**config.mk**
```make
export PLATFORM = sky130hd
export DESIGN_NAME = risc_trace_buffer
export DESIGN_NICKNAME = d
export VERILOG_FILES = /design/src/rtl/risc_trace_buffer.sv
export SDC_FILE = /design/constraint.sdc
export NUM_CORES = 2
export LEC_CHECK = 0
export ABC_AREA = 1
export CORE_MARGIN = 2
export CORE_UTILIZATION = 45
export DETAILED_ROUTE_END_ITERATION = 7
export GPL_ROUTABILITY_DRIVEN = 0
export GPL_TIMING_DRIVEN = 0
export HOLD_SLACK_MARGIN = 0.1
export REMOVE_ABC_BUFFERS = 1
export SYNTH_ARGS = -nofsm -noshare
export SYNTH_HDL_FRONTEND = slang
export SYNTH_SLANG_ARGS = --single-unit
```
**constraint.sdc**
```tcl
create_clock -name clk -period 4.9 [get_ports clk]
set_clock_uncertainty 0.05 [all_clocks]
set_input_delay 0.735 -clock clk [delete_from_list [all_inputs] [get_ports clk]]
set_output_delay 0.735 -clock clk [all_outputs]
set_load 0.05 [all_outputs]
```
**src/rtl/risc_trace_buffer.sv**
```systemverilog
`default_nettype none
// ============================================================================
// Module   : risc_trace_buffer
// Purpose  : FWFT retirement-trace FIFO with sequence numbering, overflow
//            counting and an optional PC-match stop trigger, enabled by
//            defining RISC_TRACE_TRIGGER_EN.
// Revision : 1.0 - initial release
// ============================================================================
module risc_trace_buffer #(
    parameter int DEPTH = 16,
    parameter int POST  = 4
) (
    input  logic                       clk,
    input  logic                       rst,
    input  logic                       in_valid,
    input  logic [31:0]                in_pc,
    input  logic [31:0]                in_instr,
    input  logic [31:0]                in_result,
    input  logic                       flush,
    output logic                       out_valid,
    input  logic                       out_ready,
    output logic [31:0]                out_pc,
    output logic [31:0]                out_instr,
    output logic [31:0]                out_result,
    output logic [15:0]                out_seq,
    output logic [$clog2(DEPTH):0]     count,
    output logic [15:0]                overflow_cnt,
    input  logic                       trig_arm,
    input  logic [31:0]                trig_pc,
    output logic                       triggered
);

    localparam int             PW     = $clog2(DEPTH);
    localparam logic [PW:0]    C_FULL = (PW+1)'(DEPTH);

    logic [31:0]   r_mem_pc     [DEPTH];
    logic [31:0]   r_mem_instr  [DEPTH];
    logic [31:0]   r_mem_result [DEPTH];
    logic [15:0]   r_mem_seq    [DEPTH];
    logic [PW-1:0] r_wr_ptr;
    logic [PW-1:0] r_rd_ptr;
    logic [PW:0]   r_count;
    logic [15:0]   r_ovf;
    logic [15:0]   r_seq;

    logic w_capture_en;
    logic w_full;
    logic w_pop;
    logic w_push;
    logic w_drop;

    // flush masks push/pop so it wins over both in the same cycle
    assign out_valid = (r_count != '0);
    assign w_full    = (r_count == C_FULL);
    assign w_pop     = out_valid && out_ready && !flush;
    assign w_push    = in_valid && w_capture_en && (!w_full || w_pop) && !flush;
    assign w_drop    = in_valid && w_capture_en && w_full && !w_pop && !flush;

    assign out_pc       = r_mem_pc[r_rd_ptr];
    assign out_instr    = r_mem_instr[r_rd_ptr];
    assign out_result   = r_mem_result[r_rd_ptr];
    assign out_seq      = r_mem_seq[r_rd_ptr];
    assign count        = r_count;
    assign overflow_cnt = r_ovf;

    always_ff @(posedge clk or negedge rst) begin
        if (!rst) begin
            for (int i = 0; i < DEPTH; i++) begin
                r_mem_pc[i]     <= '0;
                r_mem_instr[i]  <= '0;
                r_mem_result[i] <= '0;
                r_mem_seq[i]    <= '0;
            end
        end else if (w_push) begin
            r_mem_pc[r_wr_ptr]     <= in_pc;
            r_mem_instr[r_wr_ptr]  <= in_instr;
            r_mem_result[r_wr_ptr] <= in_result;
            r_mem_seq[r_wr_ptr]    <= r_seq;
        end
    end

    // Sequence numbers advance on every retirement, even dropped or discarded ones
    always_ff @(posedge clk or negedge rst) begin
        if (!rst) begin
            r_seq <= '0;
        end else if (in_valid) begin
            r_seq <= r_seq + 16'd1;
        end
    end

    always_ff @(posedge clk or negedge rst) begin
        if (!rst) begin
            r_wr_ptr <= '0;
            r_rd_ptr <= '0;
            r_count  <= '0;
            r_ovf    <= '0;
        end else if (flush) begin
            r_wr_ptr <= '0;
            r_rd_ptr <= '0;
            r_count  <= '0;
            r_ovf    <= '0;
        end else begin
            if (w_push) r_wr_ptr <= r_wr_ptr + 1'b1;
            if (w_pop)  r_rd_ptr <= r_rd_ptr + 1'b1;
            case ({w_push, w_pop})
                2'b10:   r_count <= r_count + 1'b1;
                2'b01:   r_count <= r_count - 1'b1;
                default: r_count <= r_count;
            endcase
            if (w_drop && (r_ovf != 16'hFFFF)) r_ovf <= r_ovf + 16'd1;
        end
    end

`ifdef RISC_TRACE_TRIGGER_EN
    typedef enum logic [1:0] {
        S_IDLE  = 2'd0,
        S_ARMED = 2'd1,
        S_POST  = 2'd2,
        S_DONE  = 2'd3
    } state_t;

    state_t     r_state;
    state_t     w_state_nxt;
    logic [7:0] r_post;
    logic [7:0] w_post_nxt;

    always_ff @(posedge clk or negedge rst) begin
        if (!rst) begin
            r_state <= S_IDLE;
            r_post  <= '0;
        end else begin
            r_state <= w_state_nxt;
            r_post  <= w_post_nxt;
        end
    end

    // Trigger state is frozen during flush
    always_comb begin
        w_state_nxt = r_state;
        w_post_nxt  = r_post;
        if (!flush) begin
            case (r_state)
                S_IDLE: if (trig_arm) w_state_nxt = S_ARMED;
                S_ARMED: begin
                    if ((w_push || w_drop) && (in_pc == trig_pc)) begin
                        w_post_nxt  = 8'(POST);
                        w_state_nxt = S_POST;
                    end
                end
                S_POST: begin
                    if (w_push) begin
                        w_post_nxt = r_post - 8'd1;
                        if (r_post == 8'd1) w_state_nxt = S_DONE;
                    end
                end
                S_DONE: if (trig_arm) w_state_nxt = S_ARMED;
                default: w_state_nxt = S_IDLE;
            endcase
        end
    end

    assign w_capture_en = (r_state != S_DONE);
    assign triggered    = (r_state == S_DONE);
`else
    logic w_unused_trig;
    assign w_unused_trig = ^{trig_arm, trig_pc};
    assign w_capture_en  = 1'b1;
    assign triggered     = 1'b0;
`endif

endmodule
`default_nettype wire

```
Word-level counts from Yosys, hierarchy flattened
Index checks and enable logic that the tools add are counted.
W data, S select, Z words.
{"block": "classes", "addsub": 6, "multipliers": 0, "div": 0, "order_cmp": 3, "n_eq_ne": 4, "shifts": 0, "n_mux": 28, "n_bitwise": 2, "n_reduce_logical": 18}
{"op": "$bwmux W512", "n": 3}
{"op": "$bmux W32 S4", "n": 3}
{"op": "$bwmux W256", "n": 1}
{"op": "$mux W32", "n": 7}
{"op": "$demux W32 S4", "n": 1}
{"op": "$mux W16", "n": 5}
{"op": "$bmux W16 S4", "n": 1}
{"op": "$demux W16 S4", "n": 1}
{"op": "$add A16 B1 Y16 const B", "n": 2}
{"op": "$mux W4", "n": 4}
{"op": "$ne A16 B16 Y1 const B", "n": 1}
{"op": "$ge A5 B5 Y1 const B", "n": 2}
{"op": "$not A4 Y5", "n": 2}
{"op": "$pmux W5 S2", "n": 1}
{"op": "$logic_and A1 B1 Y1", "n": 9}
{"op": "$add A4 B1 Y4 const B", "n": 2}
{"op": "$reduce_bool A2 Y1", "n": 3}
{"op": "$add A5 B1 Y5 const B", "n": 1}
{"op": "$eq A5 B5 Y1 const B", "n": 1}
{"op": "$lt A5 B1 Y1 const B", "n": 1}
{"op": "$mux W5", "n": 1}
{"op": "$reduce_bool A5 Y1", "n": 1}
{"op": "$sub A5 B1 Y5 const B", "n": 1}
{"op": "$logic_not A1 Y1", "n": 3}
{"op": "4 further kinds", "n": 4}
{"block": "word_totals", "register_bits": 1837, "latch_bits": 0, "ram_bits": 0, "rom_bits": 0, "input_bits": 134, "output_inout_bits": 135, "word_cells": 130, "mem_count": 0}

Logic depth before layout (Yosys ltp)
{"block": "depth", "depth_word": 9, "depth_mapped": 13, "ltp_nobuf": 12}

Least setup slack after synthesis
No wires, ideal clock.
{"block": "synth_path", "path_type": "register to output", "from": "register r_rd_ptr[0]", "to": "output out_pc[4]", "arrival_time_ps": 2120, "required_ps": 4115, "setup_slack_ps": 1995, "path_stages_with_launch": 12, "n_path_buf": 4, "cell_sequence": "dfrtp_1 buf_2 buf_4 inv_2 buf_4 buf_2 nor2_1 nor2_1 o21ai_0 o211ai_1 o21ai_0 o21ai_1"}
{"block": "synth_via", "elab_chain_cells": 4}
{"element": "start: declaration", "line": "41", "source": "logic [PW-1:0] r_rd_ptr;"}
{"element": "start signal: assignment", "line": "104", "source": "if (w_pop) r_rd_ptr <= r_rd_ptr + 1'b1;"}
{"element": "$not A4 Y5 (implied by the code)", "line": "59", "source": "assign out_pc = r_mem_pc[r_rd_ptr];"}
{"element": "$bmux W32 S4", "line": "59"}
{"element": "$mux W32 (implied by the code) (2 in a row)", "line": "59"}
{"element": "end: declaration", "line": "22", "source": "output logic [31:0] out_pc,"}
No other way between the ends. The select of a mux whose other input is x is not followed.

Worst setup path in the final report
{"block": "layout_path", "from": "register r_rd_ptr[0]", "to": "output out_seq[5]"}
{"block": "layout_via", "elab_chain_cells": 4}
{"element": "$not A4 Y5 (implied by the code)", "line": "62", "source": "assign out_seq = r_mem_seq[r_rd_ptr];"}
{"element": "$bmux W16 S4", "line": "62"}
{"element": "$mux W16 (implied by the code) (2 in a row)", "line": "62"}
{"element": "end: declaration", "line": "25", "source": "output logic [15:0] out_seq,"}
No other way between the ends. The select of a mux whose other input is x is not followed.

==> key figures <==
STA
  • Highest Clock Rate: between 0.2 and 0.25 GHz
  • Fin worst setup slack: 0.135 ns
  • Fin crit share: 97.2%
  • Final Max Slew Viols: 0
  • Tmin final: 4.76 ns
  • RSZ-0062 raised after global routing: true
  • Fin. Hold Viols: 0
  • Worst-margin pin slew: approximately 1.1 ns
  • Final hold slack: 0.382 ns
  • Slew HR: 28.8%
  • Final setup vio count: 0

Synth
  • Cells after Synth: ~9600
  • Syn Area/Cell: 8.60 sq um
  • Asr flop ratio synth: 100%
  • Synthesized area: 0.0829 sq mm
  • Yosys cell types: 33
  • Predominant post-synthesis flop cell: dfrtp_1
  • Post-synthesis sequential area ratio: 55.5%
  • Post-synth EDFFs: 0
  • Yosys warnings: 0
  • Seq cells post-synth: 1837

Routing
  • Vias: roughly 70000
  • Router iterations before antenna repair: 8
  • Post-route ant nets: 0
  • DRC violations left: 0
  • Final WL: 253000 microns
  • Drt wl/cell: roughly 21 microns
  • Vias per std cell: 5.67
  • Initial DRC count: ~7700

Setup path
  • CP Data Required Time: 4.12 ns
  • CP Capture Type: primary output
  • Max FO, Critical Path: 67
  • Critical path type: register to primary output
  • CP arrival: 3.98 ns
  • Type of origin of the critical path: register

Pwr
  • Leak: 42.0 nW
  • PwrDens: 446 mW/mm^2
  • Worst IR Drop VDD: around 0.36 mV

Place
  • Post-DP HPWL: between 100000 and 150000 microns
  • Place WS: -1.02 ns
  • Placed cell count: 11596
  • Port-buffer cells: 234

Finish
  • Multi-input logic area: 0.0311 sq mm
  • Fillers: 17085
  • Fraction of layout cells with a size suffix above 1: 5.90%
  • Utilization after layout: 51.4%
  • Most common cell after layout, fill and taps aside: nand2_1
  • Synth-to-layout area growth: 13.5%
  • Final Non-Filler Cells: 11996
  • Net count, final: about 9500
  • Most frequent cells in the layout: nand2_1 (2195), o21ai_0 (2187), dfrtp_1 (1833)
  • Register area: 0.0460 sq mm

Clock network
  • Clk buf depth: 3
  • Sink Count: 1837
  • CTS buffer count: 197
  • Clock latency on the worst-skew pair: roughly 0.83 ns
  • Htree depth: 4
  • Reg clk slew, reported paths: about 0.06 ns
  • CTS tree: yes
  • Root Driver: clkbuf_16

GRT
  • First-pass GRT wire length: 393000 microns
  • All-Layer GR Usage: 26.8%
  • Antenna violations before repair: 9
  • Global route overflow: 0
  • Number of global-route vias before repair: 65927
  • Largest net degree at the start of global routing: 181

Die
  • Die extent in y: about 430 microns
  • # rows: about 160
  • I/O Pins: between 200 and 300
  • Die area: 0.188 sq mm
  • CORE AREA: roughly 0.18 sq mm
  • Initial Util: 45.3%
  • DIE WIDTH: 433 microns

Job
  • Max cap viols: 0

Outcome
  • Run status: finished, final reports clean

Hold path
  • Worst hold path class: primary input to async pin
[state kept, by name, indices dropped and copies added, names as in the netlist, 5 cells and up]
name,cells
r_mem_instr,512
r_mem_pc,512
r_mem_result,512
r_mem_seq,256
overflow_cnt,16
r_seq,16
count,5
[power by group]
group / switching [W] / total, W / leakage, nW / internal (W)
sequential: 0.000888 / 0.0178 / 25.0 / 0.0169
clock: 0.00618 / 0.0149 / 3.20 / 0.00868
combinational: 0.00643 / 0.00939 / 13.9 / 0.00296
total: 0.0135 / 0.0420 / 42.0 / 0.0285
[area by class of cell]
cell class | count | share of cell area, %
clock buffers | 311 | 6.34
clock inverters | 52 | 0.540
repair buffers | 402 | 6.67
well taps | 2464 | 3.28
diodes | 6 | 0.0160
multi-input cells | 6641 | 33.1
flip-flops and latches | 1837 | 48.9
inverters | 281 | 1.19
repair inverters | 2 | 0.0186
[worst max-delay path, cell delays in order, from the launching register on]
cell             delay [ns]
dfrtp_4                0.50
buf_16                 0.22
buf_16                 0.24
inv_16                 0.22
bufbuf_16              0.50
nand2_1                0.08
nand4_1                0.08
nand4_1                0.10
nand2_1                0.10
clkdlybuf4s50_1        1.01
[path summary, 6_finish.rpt]
kind                                                 from                             to  slack [ns]  depth (start not counted)
worst max-delay path              r_rd_ptr[0]$_DFFE_PN0P_                     out_seq[5]        0.14                          9
worst min-delay path                                  rst  r_mem_result[288]$_DFFE_PN0P_        0.38                          2
worst max register to register       count[1]$_DFFE_PN0P_   r_mem_instr[511]$_DFFE_PN0P_        1.63                         11
worst min register to register  r_mem_pc[163]$_DFFE_PN0P_      r_mem_pc[163]$_DFFE_PN0P_        0.43                          2
max in group asynchronous                             rst   r_mem_instr[445]$_DFFE_PN0P_        0.80                          7
min in group clk                r_mem_pc[163]$_DFFE_PN0P_      r_mem_pc[163]$_DFFE_PN0P_        0.43                          2
[synth_stat cells (28+ instances only)]
master    number  share of area [%]
o21ai_0     2187                 13
clkbuf_1     483                2.2
nor2_1       903                4.1
buf_2        208                1.3
buf_4         28               0.25
nand2_1     2197                 10
nand3_1       42               0.25
o21ai_1      431                2.6
buf_6        110                1.5
a21oi_1      133               0.80
nand4_1      238                1.8
o211ai_1     319                2.9
o22ai_1      112               0.85
dfrtp_1     1837                 55
inv_1        272                1.2
[metrics by stage]
step / area, sq um / TNS [ns] / power (W)
after global routing: 94100 / -0.00487 / 0.0441
after CTS: 94000 / 0 / 0.0423
after detailed placement: 87000 / -34.08 / 0.0273
final: 94100 / 0 / 0.0420
after global placement: 83500 / - / 0.0257
after floorplan: 78100 / -4043.16 / 0.0242
[layer usage]
metal	track usage (%)	share of wire (%)	vias to the layer above
met3	4.01	6.6	399
met1	37.2	44	33506
li1	-	-	31842
met2	43.5	46	2270
met5	0	0.0051	-
met4	8.08	2.8	2
[logic make-up (layout without fill, tap and decap cells)]
kind of cell,Yosys count,after routing,share of synthesized area [%]
other,1,7,0.00453
xor gates and xnor gates,27,27,0.285
AOI/OAI and AO/OA,3182,3182,20.3
adders and majority gates,11,11,0.175
and+or+nand+nor,3420,3420,16.6
buffers and inverters,1163,1048,7.07
DFF,1837,1837,55.5
[repair_timing]
item	CTS	global route
hold endpoints to repair	53	0
setup endpoints to repair	112	251
hold buffers	1	0
buffers inserted	8	5
gates resized for setup	182	53
gates cloned	12	5
(Power assumes the default switching activity.)
